File: src/rtl/div_unit.sv
// rtl/div_unit.sv - iterative 32-bit signed/unsigned restoring divider
// Magnitudes are divided in CALC (one bit per cycle); signs and divide-by-zero are resolved in FIX.
module div_unit #(
  parameter int WIDTH = 32
) (
  input  logic             clk,
  input  logic             rst_n,
  input  logic             start,
  input  logic             is_signed,
  input  logic [WIDTH-1:0] dividend,
  input  logic [WIDTH-1:0] divisor,
  output logic             busy,
  output logic             done,
  output logic [WIDTH-1:0] quotient,
  output logic [WIDTH-1:0] remainder,
  output logic             div_by_zero
);

  localparam logic [1:0] S_IDLE = 2'd0;
  localparam logic [1:0] S_CALC = 2'd1;
  localparam logic [1:0] S_FIX  = 2'd2;
  localparam int         CW     = $clog2(WIDTH);

  logic [1:0]       state_q, state_d;
  logic [WIDTH:0]   rem_q, rem_d;
  logic [WIDTH-1:0] quo_q, quo_d;
  logic [WIDTH-1:0] dvsr_q, dvsr_d;
  logic [WIDTH-1:0] orig_q, orig_d;
  logic [CW-1:0]    count_q, count_d;
  logic             qsign_q, qsign_d;
  logic             rsign_q, rsign_d;
  logic             zero_q, zero_d;
  logic [WIDTH-1:0] quot_q, quot_d;
  logic [WIDTH-1:0] remo_q, remo_d;
  logic             dbz_q, dbz_d;
  logic             done_q, done_d;

  logic             dvd_neg, dvs_neg;
  logic [WIDTH:0]   shifted;
  logic             ge;

  assign dvd_neg = is_signed & dividend[WIDTH-1];
  assign dvs_neg = is_signed & divisor[WIDTH-1];

  // The partial remainder is always below the divisor, so its top bit is free for the shift.
  assign shifted = {rem_q[WIDTH-1:0], quo_q[WIDTH-1]};
  assign ge      = (shifted >= {1'b0, dvsr_q});

  always_comb begin
    state_d = state_q;
    rem_d   = rem_q;
    quo_d   = quo_q;
    dvsr_d  = dvsr_q;
    orig_d  = orig_q;
    count_d = count_q;
    qsign_d = qsign_q;
    rsign_d = rsign_q;
    zero_d  = zero_q;
    quot_d  = quot_q;
    remo_d  = remo_q;
    dbz_d   = dbz_q;
    done_d  = 1'b0;

    case (state_q)
      S_IDLE: begin
        if (start) begin
          orig_d  = dividend;
          rem_d   = '0;
          count_d = '0;
          if (divisor == '0) begin
            zero_d  = 1'b1;
            state_d = S_FIX;
          end else begin
            zero_d  = 1'b0;
            quo_d   = dvd_neg ? (~dividend + 1'b1) : dividend;
            dvsr_d  = dvs_neg ? (~divisor + 1'b1) : divisor;
            qsign_d = dvd_neg ^ dvs_neg;
            rsign_d = dvd_neg;
            state_d = S_CALC;
          end
        end
      end
      S_CALC: begin
        rem_d   = ge ? (shifted - {1'b0, dvsr_q}) : shifted;
        quo_d   = {quo_q[WIDTH-2:0], ge};
        count_d = count_q + 1'b1;
        if (count_q == CW'(WIDTH - 1)) state_d = S_FIX;
      end
      S_FIX: begin
        if (zero_q) begin
          quot_d = '1;
          remo_d = orig_q;
          dbz_d  = 1'b1;
        end else begin
          quot_d = qsign_q ? (~quo_q + 1'b1) : quo_q;
          remo_d = rsign_q ? (~rem_q[WIDTH-1:0] + 1'b1) : rem_q[WIDTH-1:0];
          dbz_d  = 1'b0;
        end
        done_d  = 1'b1;
        state_d = S_IDLE;
      end
      default: state_d = S_IDLE;
    endcase
  end

  always_ff @(posedge clk or negedge rst_n) begin
    if (!rst_n) begin
      state_q <= S_IDLE;
      rem_q   <= '0;
      quo_q   <= '0;
      dvsr_q  <= '0;
      orig_q  <= '0;
      count_q <= '0;
      qsign_q <= 1'b0;
      rsign_q <= 1'b0;
      zero_q  <= 1'b0;
      quot_q  <= '0;
      remo_q  <= '0;
      dbz_q   <= 1'b0;
      done_q  <= 1'b0;
    end else begin
      state_q <= state_d;
      rem_q   <= rem_d;
      quo_q   <= quo_d;
      dvsr_q  <= dvsr_d;
      orig_q  <= orig_d;
      count_q <= count_d;
      qsign_q <= qsign_d;
      rsign_q <= rsign_d;
      zero_q  <= zero_d;
      quot_q  <= quot_d;
      remo_q  <= remo_d;
      dbz_q   <= dbz_d;
      done_q  <= done_d;
    end
  end

  assign busy        = (state_q != S_IDLE);
  assign done        = done_q;
  assign quotient    = quot_q;
  assign remainder   = remo_q;
  assign div_by_zero = dbz_q;

endmodule

File: config.mk
export PLATFORM = sky130hd
export DESIGN_NAME = div_unit
export DESIGN_NICKNAME = d
export VERILOG_FILES = /design/src/rtl/div_unit.sv
export SDC_FILE = /design/constraint.sdc
export NUM_CORES = 1
export LEC_CHECK = 0
export CAP_MARGIN = 15
export CORE_ASPECT_RATIO = 1.25
export CORE_MARGIN = 2
export CORE_UTILIZATION = 45
export DETAILED_ROUTE_END_ITERATION = 7
export PLACE_DENSITY = 0.74
export SLEW_MARGIN = 40
export SYNTH_ARGS = -nofsm -noshare
export SYNTH_HDL_FRONTEND = slang
export SYNTH_SLANG_ARGS = --single-unit
File: constraint.sdc
create_clock -name clk -period 3.6 [get_ports clk]
set_clock_uncertainty 0.05 [all_clocks]
set_input_delay 0.9 -clock clk [delete_from_list [all_inputs] [get_ports clk]]
set_output_delay 0.9 -clock clk [all_outputs]
set_load 0.03 [all_outputs]
==> summary.md, run 1 <==
| Metric | Value |
|---|---|
| Number of buffers inserted by hold repair at cts | `0` |
| DIE AREA | `around 29000 um2` |
| Critical path capture point type | `flop` |
| Antenna diode count | `0` |
| Most used cell, CP | `sky130_fd_sc_hd__a21oi_1` |
| TritonCTS Buffers | `22` |
| Setup slack after placement | `-0.302 ns` |
| Placeable Area | `between 20000 and 30000 um2` |
| YS warnings | `0` |
| Initial antenna violation count | `0` |
| Worst Setup Path Type | `in2reg` |
| Starting density of the core | `a little under half` |
| Routability-driven placement congestion ratio | `0.931` |
| Endpoint of the worst setup timing path | `quo_q[31]` |
| Transition time at the pin with the least slew margin | `0.682 ns` |
| Slowest cell delay on critical path | `~0.48 ns` |
| Start point of the critical path | `divisor[0]` |
| Endpoints failing hold | `0` |
| R2R Setup Slk | `0.23 ns` |
| Slew Limit Headroom | `a little over half` |
| Sink Count | `between 200 and 250` |
| Instance count of the mapped netlist | `between 1.5k and 2k` |
| Number of cells traversed by the worst register-to-register path | `14` |
| DRC violation total after the first TritonRoute iteration | `between 700 and 800` |
| Reg2reg end | `rem_q[26]` |
| DP HPWL | `26.2 mm` |
| Number of distinct library cells after synthesis | `66` |
| CTS tree | `built` |
| H-tree levels | `1` |
| Syn Nets | `around 1.6k` |
| DRC viols | `0` |
| Average cell area after synthesis | `between 8 and 9 um2` |
| RR Startpoint | `quo_q[31]` |
| Post-CTS setup buffer count | `0` |
| Min Hold Slack | `between 0.3 and 0.4 ns` |
| Port Buf Inserts | `around 130` |
| WL per Instance | `16.8 um` |
| Setup repair after global routing missed its margin | `false` |
| Count of final max-slew check failures | `0` |
| Root buf cell | `sky130_fd_sc_hd__clkbuf_16` |
| MaxCap Viol Count | `0` |
| Overflow left after global routing | `0` |
| Status | `completed` |
| Number of nets in the final layout | `between 1.5k and 2k` |
| #FFs+latches synth | `between 200 and 250` |
| Vias in the first global route | `10.9k` |
| Final clock period utilization by the worst path | `approximately 94%` |
| Antenna-violating nets left | `0` |
| Ratio of routed vias to standard cells | `around 5.5` |
| Setup_tns | `0 ns` |
| Detailed-routing iteration count for the pre-antenna-repair pass | `7` |
| Slowest stage cell on the critical path | `sky130_fd_sc_hd__or4_4` |
| CP Max Fanout | `26` |
| Area Growth Syn to Fin | `22.9%` |
| Setup slack after layout | `between 0.2 and 0.25 ns` |
| Highest clock rate | `~300 MHz` |
| Chip width | `~150 um` |
| Wire length of the first global-routing pass | `55.7 mm` |
| Buf/Inv on CP | `3` |
| Max IR drop VDD | `0.434 mV` |
| Most frequent cells in the layout | `sky130_fd_sc_hd__nand2_1 (294), sky130_fd_sc_hd__dfrtp_1 (201), sky130_fd_sc_hd__a21oi_1 (147), sky130_fd_sc_hd__o21ai_0 (142), sky130_fd_sc_hd__clkdlybuf4s50_1 (133)` |
| Total leakage power | `roughly 6.8 nW` |
| Die Height | `191 um` |
| Data arrival time of the critical path | `around 3.8 ns` |
| Pin count of the biggest net entering global routing | `80` |
| # IOs | `approximately 140` |
| Cell family with the largest share of critical-path delay | `simple AND/OR/NAND/NOR gates` |
| Fraction of final layout cells with drive strength greater than 1 | `approximately 8.8%` |
| Number of logic stages on the critical path including buffering | `13` |
| Critical Path, Cell by Cell | `clkdlybuf4s50_1, inv_1, ha_1, or3b_4, nor4_4, and3_1, nand2_1, or4_4, a21oi_1, or2_2, buf_12, a211oi_1, a21oi_1` |
| Sequential area share after synthesis | `around two fifths` |
| Non-filler cells in the finished layout | `approximately 2.0k` |
| Clock transition at the registers of the reported paths | `0.06 ns` |
| Number of endpoints failing setup at the final stage | `0` |
| Most common cell after layout, fill and taps aside | `sky130_fd_sc_hd__nand2_1` |
| Number of placed instances with taps included | `approximately 2.0k` |
| Maximum count of clock buffers along a single path | `3` |
| Worst EP required | `roughly 4.0 ns` |
| Layout Utilization | `between 50% and 60%` |
| Global routing usage summed across all routing layers | `23.3%` |
| Post-synth EDFFs | `0` |
| Hold Crit Class | `in2async` |
| DRT Wirelength | `34.3 mm` |
| Worst-skew pair later-pin latency | `just over 0.5 ns` |
| Post-synthesis instance area | `12600 um2` |
| Primary FF master, synth | `sky130_fd_sc_hd__dfrtp_1` |
| Final critical delay including setup and external delays | `about 3.4 ns` |
| Fraction of synthesis flops using an asynchronous set or reset pin | `between 90% and 100%` |
| Startpoint type of the worst setup path | `input pin` |
| Via Count | `11.3k` |
| Row Count | `just under 70` |
| Power density over the cells | `around 940 nW/um2` |
-- worst min path at each step --
stage | cells after the start | endpoint
2_1_floorplan | 2 | orig_q[20]
6_report | 1 | remainder[1]
5_1_grt | 1 | remainder[1]
3_5_place_dp | 2 | orig_q[29]
4_1_cts | 1 | remainder[1]
3_3_place_gp | 2 | orig_q[29]
-- metrics by stage --
stage / instance area (um2) / total power, mW
detailed placement: 14700 / 11.9
global placement: 14700 / 11.7
global route: 15500 / 15.7
floorplan: 12600 / 9.60
finish: 15500 / 14.5
CTS: 15500 / 14.5
-- metal layers --
layer  vias to the layer above  part of all wire, %  track usage [%]
li1                       5552                    -                -
met1                      5323                   42             29.6
met2                       350                   48             40.7
met3                        73                  5.3             2.68
met4                         0                  4.1             9.20
met5                         -                    0                0
-- power by group --
part	switching (mW)	internal (mW)
clock	0.930	1.57
combinational	4.47	3.40
sequential	0.969	3.20
-- sequential cells by signal, indices dropped and copies added, names as in the netlist --
signal       cells
quo_q           32
quotient        32
rsign_q          1
remainder       32
zero_q           1
qsign_q          1
rem_q           32
dvsr_q          32
div_by_zero      1
state_q          2
orig_q          32
count_q          5
done             1
-- layout make-up --
cell class	instances	area [um2]
Inverter	53	199
Sequential cell	204	5110
Timing Repair Buffer	206	1960
Clock buffer	32	669
Multi-Input combinational cell	1191	7000
Fill cell	2473	12100
Tap cell	350	438
Clock inverter	8	140
-- Yosys cell counts, types with 2 or more instances --
library cell	instances	area share [%]
sky130_fd_sc_hd__a211oi_1	4	0.24
sky130_fd_sc_hd__nor4_4	3	0.51
sky130_fd_sc_hd__a31o_2	2	0.14
sky130_fd_sc_hd__nand3_1	28	1.1
sky130_fd_sc_hd__a32oi_1	2	0.14
sky130_fd_sc_hd__o41ai_1	6	0.42
sky130_fd_sc_hd__nand4_1	5	0.25
sky130_fd_sc_hd__o21ai_0	142	5.6
sky130_fd_sc_hd__inv_1	52	1.5
sky130_fd_sc_hd__a221o_1	2	0.16
sky130_fd_sc_hd__a31oi_1	7	0.35
sky130_fd_sc_hd__xor2_1	89	6.2
sky130_fd_sc_hd__and3_1	7	0.35
sky130_fd_sc_hd__clkbuf_1	56	1.7
sky130_fd_sc_hd__nor3_1	18	0.71
sky130_fd_sc_hd__buf_6	6	0.53
sky130_fd_sc_hd__o211ai_1	6	0.36
sky130_fd_sc_hd__nand2b_1	7	0.35
sky130_fd_sc_hd__nand3b_1	2	0.12
sky130_fd_sc_hd__o31ai_1	26	1.5
sky130_fd_sc_hd__or2_2	6	0.30
sky130_fd_sc_hd__nor2_1	122	3.6
sky130_fd_sc_hd__a21o_1	17	1.0
sky130_fd_sc_hd__nor4_1	5	0.25
sky130_fd_sc_hd__dfrtp_1	204	40
sky130_fd_sc_hd__o41ai_2	3	0.39
sky130_fd_sc_hd__and2_1	6	0.30
sky130_fd_sc_hd__a22oi_1	3	0.18
sky130_fd_sc_hd__nand2_1	294	8.7
sky130_fd_sc_hd__o21ai_1	45	1.8
sky130_fd_sc_hd__or3_4	5	0.45
sky130_fd_sc_hd__xnor2_1	54	3.7
sky130_fd_sc_hd__a21oi_1	147	5.8
sky130_fd_sc_hd__or4_4	4	0.36
sky130_fd_sc_hd__buf_2	8	0.32
sky130_fd_sc_hd__buf_4	3	0.18
sky130_fd_sc_hd__buf_1	4	0.12
sky130_fd_sc_hd__nor2b_1	7	0.35
sky130_fd_sc_hd__ha_1	38	3.8
sky130_fd_sc_hd__or4_1	7	0.42
sky130_fd_sc_hd__o21bai_1	4	0.24
sky130_fd_sc_hd__a2bb2oi_1	2	0.14
sky130_fd_sc_hd__or3_1	17	0.84
sky130_fd_sc_hd__mux2i_1	28	2.2
-- worst reg2reg max path, stage by stage (launching register included) --
cell and delay, ns:
sky130_fd_sc_hd__dfrtp_1 0.40, sky130_fd_sc_hd__inv_1 0.13, sky130_fd_sc_hd__ha_1 0.22, sky130_fd_sc_hd__inv_1 0.07
sky130_fd_sc_hd__fa_1 0.40, sky130_fd_sc_hd__a21o_1 0.22, sky130_fd_sc_hd__a221oi_4 0.28, sky130_fd_sc_hd__nor4_1 0.10
sky130_fd_sc_hd__o31ai_1 0.22, sky130_fd_sc_hd__o211ai_1 0.18, sky130_fd_sc_hd__a221o_1 0.38, sky130_fd_sc_hd__buf_4 0.15
sky130_fd_sc_hd__xor2_1 0.14, sky130_fd_sc_hd__mux2i_1 0.20, sky130_fd_sc_hd__o21ai_0 0.10
-- repair_timing --
item                       CTS  global route
hold endpoints to repair     0             0
setup endpoints to repair    0             2
resized for setup            0             2
-- logic make-up (layout without fill, tap and decap cells) --
logic type	after synthesis	after routing	synth area share, %
simple gates	552	552	19.7
compound gates	429	429	19.4
flops	204	204	40.4
xor+xnor	143	143	9.92
buf+inv	130	299	4.39
fa+ha+maj	39	39	3.92
mux	28	28	2.22
(Power assumes the default switching activity.)
==> run 2, diff against run 1 <==
--- a/config.mk
+++ b/config.mk
@@ -6,11 +6,13 @@
 export NUM_CORES = 1
 export LEC_CHECK = 0
 export CAP_MARGIN = 15
+export CELL_PAD_IN_SITES_DETAIL_PLACEMENT = 1
+export CELL_PAD_IN_SITES_GLOBAL_PLACEMENT = 1
 export CORE_ASPECT_RATIO = 1.25
 export CORE_MARGIN = 2
-export CORE_UTILIZATION = 45
+export CORE_UTILIZATION = 43
 export DETAILED_ROUTE_END_ITERATION = 7
-export PLACE_DENSITY = 0.74
+export PLACE_DENSITY = 0.88
 export SLEW_MARGIN = 40
 export SYNTH_ARGS = -nofsm -noshare
 export SYNTH_HDL_FRONTEND = slang
==> summary.md, run 2 (synthesis results as in run 1) <==
| Metric | Value |
|---|---|
| Status | `completed` |
| Number of cells traversed by the worst register-to-register path | `13` |
| Worst Setup Path Type | `in2reg` |
| Most common cell after layout, fill and taps aside | `sky130_fd_sc_hd__nand2_1` |
| Transition time at the pin with the least slew margin | `about 0.7 ns` |
| Design internal power | `around 8.1 mW` |
| H-tree levels | `1` |
| Fraction of final layout cells with drive strength greater than 1 | `9.55%` |
| Chip width | `around 160 um` |
| Reg2reg end | `rem_q[30]` |
| Critical path capture point type | `flop` |
| DRC viols | `0` |
| R2R Setup Slk | `around 0.19 ns` |
| Endpoints failing hold | `0` |
| DRC violation total after the first TritonRoute iteration | `598` |
| Vias in the first global route | `roughly 13k` |
| Final clock period utilization by the worst path | `between 90% and 100%` |
| Startpoint type of the worst setup path | `input pin` |
| Hold Crit Class | `in2async` |
| Clock transition at the registers of the reported paths | `about 0.060 ns` |
| Count of final max-slew check failures | `0` |
| CTS tree | `built` |
| RR Startpoint | `quo_q[31]` |
| Power density over the cells | `~960 nW/um2` |
| Final critical delay including setup and external delays | `roughly 3.5 ns` |
| # IOs | `135` |
| Global routing usage summed across all routing layers | `around 27%` |
| Pin count of the biggest net entering global routing | `92` |
| DIE AREA | `30800 um2` |
| Net switching component of the power | `roughly 6.9 mW` |
| Non-filler cells in the finished layout | `approximately 2.1k` |
| Detailed-routing iteration count for the pre-antenna-repair pass | `5` |
| Data arrival time of the critical path | `~3.9 ns` |
| Antenna diode count | `0` |
| Placeable Area | `29100 um2` |
| Port Buf Inserts | `134` |
| Clock Power Share | `16.1%` |
| Worst-skew pair later-pin latency | `between 0.5 and 0.6 ns` |
| Root buf cell | `sky130_fd_sc_hd__clkbuf_16` |
| Highest clock rate | `287 MHz` |
| Overflow left after global routing | `0` |
| Area Growth Syn to Fin | `23.7%` |
| Worst EP required | `slightly below 4 ns` |
| Wire length of the first global-routing pass | `roughly 67 mm` |
| Switching power as a share of total power | `between 40% and 50%` |
| Area of the multi-input gates | `7020 um2` |
| Number of placed instances with taps included | `around 2k` |
| Sink Count | `approximately 200` |
| Total area of sequential cells | `approximately 5100 um2` |
| Slew Limit Headroom | `between 50% and 60%` |
| Antenna-violating nets left | `0` |
| Comb power frac | `55.8%` |
| Number of endpoints failing setup at the final stage | `0` |
| Die Height | `196 um` |
| Layout Utilization | `53.7%` |
| Max IR drop VDD | `approximately 0.4 mV` |
| Count of filler cells inserted in the layout | `~3.5k` |
| DRT Wirelength | `between 40 and 50 mm` |
| TritonCTS Buffers | `23` |
| CP Max Fanout | `29` |
| Most frequent cells in the layout | `sky130_fd_sc_hd__nand2_1 (294), sky130_fd_sc_hd__dfrtp_1 (201), sky130_fd_sc_hd__a21oi_1 (147), sky130_fd_sc_hd__o21ai_0 (142), sky130_fd_sc_hd__clkdlybuf4s50_1 (133)` |
| Ratio of routed vias to standard cells | `about 5.7` |
| Via Count | `~12k` |
| Starting density of the core | `43.4%` |
| DP HPWL | `30.7 mm` |
| Number of nets in the final layout | `approximately 1.8k` |
| WL per Instance | `around 20 um` |
| Sequential share of power | `around 28%` |
| Maximum count of clock buffers along a single path | `3` |
| MaxCap Viol Count | `0` |
| Row Count | `70` |
| Total leakage power | `about 6.8 nW` |
| Routability-driven placement congestion ratio | `a little over 0.9` |
| Initial antenna violation count | `0` |
run 2: cell types whose count changed in the layout (fill, tap and decap cells not counted), moves of 2 or more:
cell                       delta
sky130_fd_sc_hd__buf_4       +12
sky130_fd_sc_hd__inv_6        +2
sky130_fd_sc_hd__clkbuf_1     +2
sky130_fd_sc_hd__clkbuf_8     -3
sky130_fd_sc_hd__buf_12       -2
run 2: metrics by stage:
stage / setup slack, ns / power (mW) / cell area, um2 / TNS (ns) / hold slack (ns)
2_1_floorplan: 0.250 / 9.60 / 12600 / 0 / 0.395
5_1_grt: -0.0124 / 16.1 / 15600 / -0.0202 / 0.325
3_3_place_gp: -0.296 / 11.7 / 14800 / -14.01 / 0.408
6_report: 0.112 / 15.0 / 15600 / 0 / 0.301
4_1_cts: 0.0110 / 14.9 / 15600 / 0 / 0.323
3_5_place_dp: -0.393 / 12.3 / 14800 / -18.35 / 0.420
run 2: layout make-up:
type                    count  area share [%]
repair buffers            217            13.0
well taps                 396            3.17
flip-flops and latches    204            32.7
clock buffers              31            4.07
clock inverters            10           0.865
inverters                  53            1.27
multi-input cells        1191            44.9
run 2: timing repair:
item	4_1_cts	5_1_grt
cloned	0	1
pin swaps	0	3
setup buffers	0	0
resized for setup	1	5
setup endpoints to repair	1	29
hold buffers	0	0
run 2: routing by layer:
metal  vias to the layer above  wire, um  global-route usage, %
li1                       5565         -                      -
met2                       338     21700                   49.9
met1                      5887     16300                   31.4
met3                       120      1820                   3.26
met4                         0      2140                   13.0
met5                         -         0                      0
run 2: worst max-delay path by stage:
stage	slack [ns]	cells past startpoint	end	from
4_1_cts	0.01	13	rem_q[30]	quo_q[31]
5_1_grt	-0.01	13	quo_q[20]	divisor[0]
3_5_place_dp	-0.39	13	quo_q[20]	divisor[0]
2_1_floorplan	0.25	12	dvsr_q[21]	divisor[0]
6_report	0.11	13	quo_q[17]	divisor[0]
3_3_place_gp	-0.30	12	quo_q[30]	divisor[0]
run 2: critical path, stage by stage:
cell	delay, ns
sky130_fd_sc_hd__clkdlybuf4s50_1	0.42
sky130_fd_sc_hd__inv_1	0.09
sky130_fd_sc_hd__ha_1	0.16
sky130_fd_sc_hd__or3b_4	0.41
sky130_fd_sc_hd__nor4_4	0.28
sky130_fd_sc_hd__and3_4	0.25
sky130_fd_sc_hd__nand2_1	0.07
sky130_fd_sc_hd__or4_4	0.47
sky130_fd_sc_hd__a21oi_1	0.22
sky130_fd_sc_hd__or2_4	0.20
sky130_fd_sc_hd__buf_12	0.19
sky130_fd_sc_hd__nand2_1	0.09
sky130_fd_sc_hd__o21ai_1	0.10
run 2: power by group through the flow:
stage / Sequential (mW) / Clock, mW / Combinational (mW)
after CTS: 4.18 / 2.46 / 8.30
final: 4.21 / 2.42 / 8.37
after global placement: 4.11 / 0 / 7.63
after floorplan: 4.06 / 0 / 5.55
after global routing: 4.31 / 2.55 / 9.26
after detailed placement: 4.20 / 0 / 8.05
==> run 3, diff against run 2 <==
==> config.mk (replaced) <==
export PLATFORM = sky130hd
export DESIGN_NAME = div_unit
export DESIGN_NICKNAME = d
export VERILOG_FILES = /design/src/rtl/div_unit.sv
export SDC_FILE = /design/constraint.sdc
export NUM_CORES = 1
export LEC_CHECK = 0
export CAP_MARGIN = 15
export CORE_ASPECT_RATIO = 1.25
export CORE_MARGIN = 2
export CORE_UTILIZATION = 45
export DETAILED_ROUTE_END_ITERATION = 7
export PLACE_DENSITY = 0.74
export REMOVE_ABC_BUFFERS = 1
export SYNTH_ARGS = -nofsm -noshare
export SYNTH_HDL_FRONTEND = slang
export SYNTH_SLANG_ARGS = --single-unit
==> summary.md, run 3 (synthesis results as in run 1) <==
| Metric | Value |
|---|---|
| Status | `completed` |
| Count of final max-slew check failures | `0` |
| Reg2reg end | `rem_q[30]` |
| R2R Setup Slk | `0.15 ns` |
| Data arrival time of the critical path | `between 3 and 4 ns` |
| Comb power frac | `about 56%` |
| Highest clock rate | `289 MHz` |
| Antenna diode count | `0` |
| CP Max Fanout | `2` |
| Power density over the cells | `a little over 900 nW/um2` |
| DIE AREA | `~29000 um2` |
| Setup slack after placement | `-0.332 ns` |
| Max IR drop VDD | `~0.38 mV` |
| Buf/Inv on CP | `2` |
| Number of buffers inserted by hold repair at cts | `0` |
| Total leakage power | `just under 7 nW` |
| Critical Path, Cell by Cell | `inv_2, ha_2, inv_1, fa_1, a21o_1, a221oi_4, nor4_1, o31ai_1, o211ai_1, a221o_1, a221oi_2, xor2_1, o21ai_1` |
| Fraction of final layout cells with drive strength greater than 1 | `a little under a tenth` |
| Wire length of the first global-routing pass | `between 50 and 60 mm` |
| Design internal power | `just over 8 mW` |
| Detailed-routing iteration count for the pre-antenna-repair pass | `5` |
| Vias in the first global route | `between 10k and 15k` |
| H-tree levels | `1` |
| Critical path capture point type | `flop` |
| Endpoint of the worst setup timing path | `rem_q[30]` |
| Chip width | `154 um` |
| DRC violation total after the first TritonRoute iteration | `between 500 and 600` |
| Ratio of routed vias to standard cells | `~5.4` |
| Clock Power Share | `about 16%` |
| Maximum count of clock buffers along a single path | `3` |
| Antenna-violating nets left | `0` |
| Startpoint type of the worst setup path | `flop` |
| Area Growth Syn to Fin | `22.8%` |
| Number of logic stages on the critical path including buffering | `13` |
| MaxCap Viol Count | `0` |
| Cell family with the largest share of critical-path delay | `compound AO/OA/AOI/OAI gates` |
| Area of placed instances | `between 10000 and 15000 um2` |
| Slew Limit Headroom | `25.6%` |
| Worst Setup Path Type | `reg2reg` |
| Most common cell after layout, fill and taps aside | `sky130_fd_sc_hd__nand2_1` |
| Pin count of the biggest net entering global routing | `85` |
| Area of the multi-input gates | `approximately 7000 um2` |
| Root buf cell | `sky130_fd_sc_hd__clkbuf_16` |
| Clock transition at the registers of the reported paths | `0.06 ns` |
| Worst EP required | `3.94 ns` |
| Global routing usage summed across all routing layers | `between 20% and 30%` |
| Setup slack after layout | `between 0.1 and 0.15 ns` |
| Count of filler cells inserted in the layout | `around 2.5k` |
| Slowest cell delay on critical path | `0.41 ns` |
| Placeable Area | `~28000 um2` |
| Final critical delay including setup and external delays | `around 3.5 ns` |
| DRT Wirelength | `32.0 mm` |
| # IOs | `~140` |
| RR Startpoint | `quo_q[31]` |
| Switching power as a share of total power | `a little over two fifths` |
| TritonCTS Buffers | `22` |
| Net switching component of the power | `approximately 6.3 mW` |
| Number of cells traversed by the worst register-to-register path | `13` |
| Transition time at the pin with the least slew margin | `around 1.1 ns` |
| Port Buf Inserts | `roughly 130` |
| Final clock period utilization by the worst path | `96.0%` |
| Sink Count | `just over 200` |
| Hold Crit Class | `in2async` |
| CTS tree | `built` |
| Starting density of the core | `between 40% and 50%` |
| Row Count | `slightly below 70` |
| DRC viols | `0` |
| DP HPWL | `about 24 mm` |
| Start point of the critical path | `quo_q[31]` |
| Number of nets in the final layout | `between 1.5k and 2k` |
| Overflow left after global routing | `0` |
| Endpoints failing hold | `0` |
| WL per Instance | `15.6 um` |
| Die Height | `roughly 190 um` |
| Slowest stage cell on the critical path | `sky130_fd_sc_hd__dfrtp_1` |
| Routability-driven placement congestion ratio | `slightly below 0.9` |
| Sequential share of power | `28.5%` |
| Number of endpoints failing setup at the final stage | `0` |
| Initial antenna violation count | `0` |
| Most frequent cells in the layout | `sky130_fd_sc_hd__nand2_1 (294), sky130_fd_sc_hd__dfrtp_1 (203), sky130_fd_sc_hd__a21oi_1 (147), sky130_fd_sc_hd__o21ai_0 (142), sky130_fd_sc_hd__clkdlybuf4s50_1 (133)` |
| Min Hold Slack | `~0.37 ns` |
| Worst-skew pair later-pin latency | `just over 0.5 ns` |
| Total area of sequential cells | `just over 5000 um2` |
| Via Count | `approximately 11k` |
| Final std cell area, no fill | `15500 um2` |
-- run 3: power by group through the flow --
stage	logic, mW	clock network (mW)	registers, mW
2_1_floorplan	5.34	0	4.14
3_3_place_gp	7.57	0	4.05
3_5_place_dp	7.77	0	4.09
4_1_cts	7.81	2.35	4.06
5_1_grt	8.88	2.44	4.20
6_report	7.94	2.30	4.08
-- run 3: how the worst min path moves through the flow --
| stage | startpoint | to | slack (ns) | cells after the start |
|---|---|---|---|---|
| floorplan | orig_q[20] | orig_q[20] | 0.40 | 2 |
| global placement | orig_q[14] | orig_q[14] | 0.41 | 2 |
| detailed placement | orig_q[5] | orig_q[5] | 0.41 | 2 |
| CTS | rst_n | quotient[27] | 0.41 | 1 |
| global route | rst_n | quotient[27] | 0.43 | 1 |
| finish | rst_n | quotient[27] | 0.37 | 1 |
-- run 3: metal layers --
layer  global-route usage, %  part of all wire [%]
met1                    27.6                    44
met2                    39.4                    50
met4                    7.01                   2.9
met5                       0                     0
met3                    1.88                   3.6
-- run 3: layout make-up --
class	count	area share, %
Clock buffer	28	4.03
Clock inverter	11	0.742
Inverter	53	1.28
Multi-Input combinational cell	1191	45.2
Sequential cell	204	32.9
Tap cell	350	2.82
Timing Repair Buffer	216	13.0
-- run 3: stage by stage --
step,utilization (%),instances,total power [mW],setup TNS (ns)
final,56.1,2053,14.3,0
after global routing,56.1,2053,15.5,-0.00998
after CTS,55.9,2050,14.2,0
after detailed placement,53.3,2011,11.9,-16.40
after global placement,53.3,2011,11.6,-12.75
after floorplan,-,1448,9.48,-19.79
-- run 3: repair_timing --
action,CTS,global route
setup endpoints to repair,0,2
gates resized for setup,0,4
buffers inserted,0,3
endpoints found under the hold margin,0,0
-- run 3: worst reg2reg max path, cell delays in order, from the launching register on --
cell and delay, ns:
sky130_fd_sc_hd__dfrtp_1 0.41, sky130_fd_sc_hd__inv_2 0.09, sky130_fd_sc_hd__ha_2 0.20, sky130_fd_sc_hd__inv_1 0.05, sky130_fd_sc_hd__fa_1 0.40, sky130_fd_sc_hd__a21o_1 0.21
sky130_fd_sc_hd__a221oi_4 0.30, sky130_fd_sc_hd__nor4_1 0.11, sky130_fd_sc_hd__o31ai_1 0.36, sky130_fd_sc_hd__o211ai_1 0.22, sky130_fd_sc_hd__a221o_1 0.39, sky130_fd_sc_hd__a221oi_2 0.29
sky130_fd_sc_hd__xor2_1 0.18, sky130_fd_sc_hd__o21ai_1 0.07
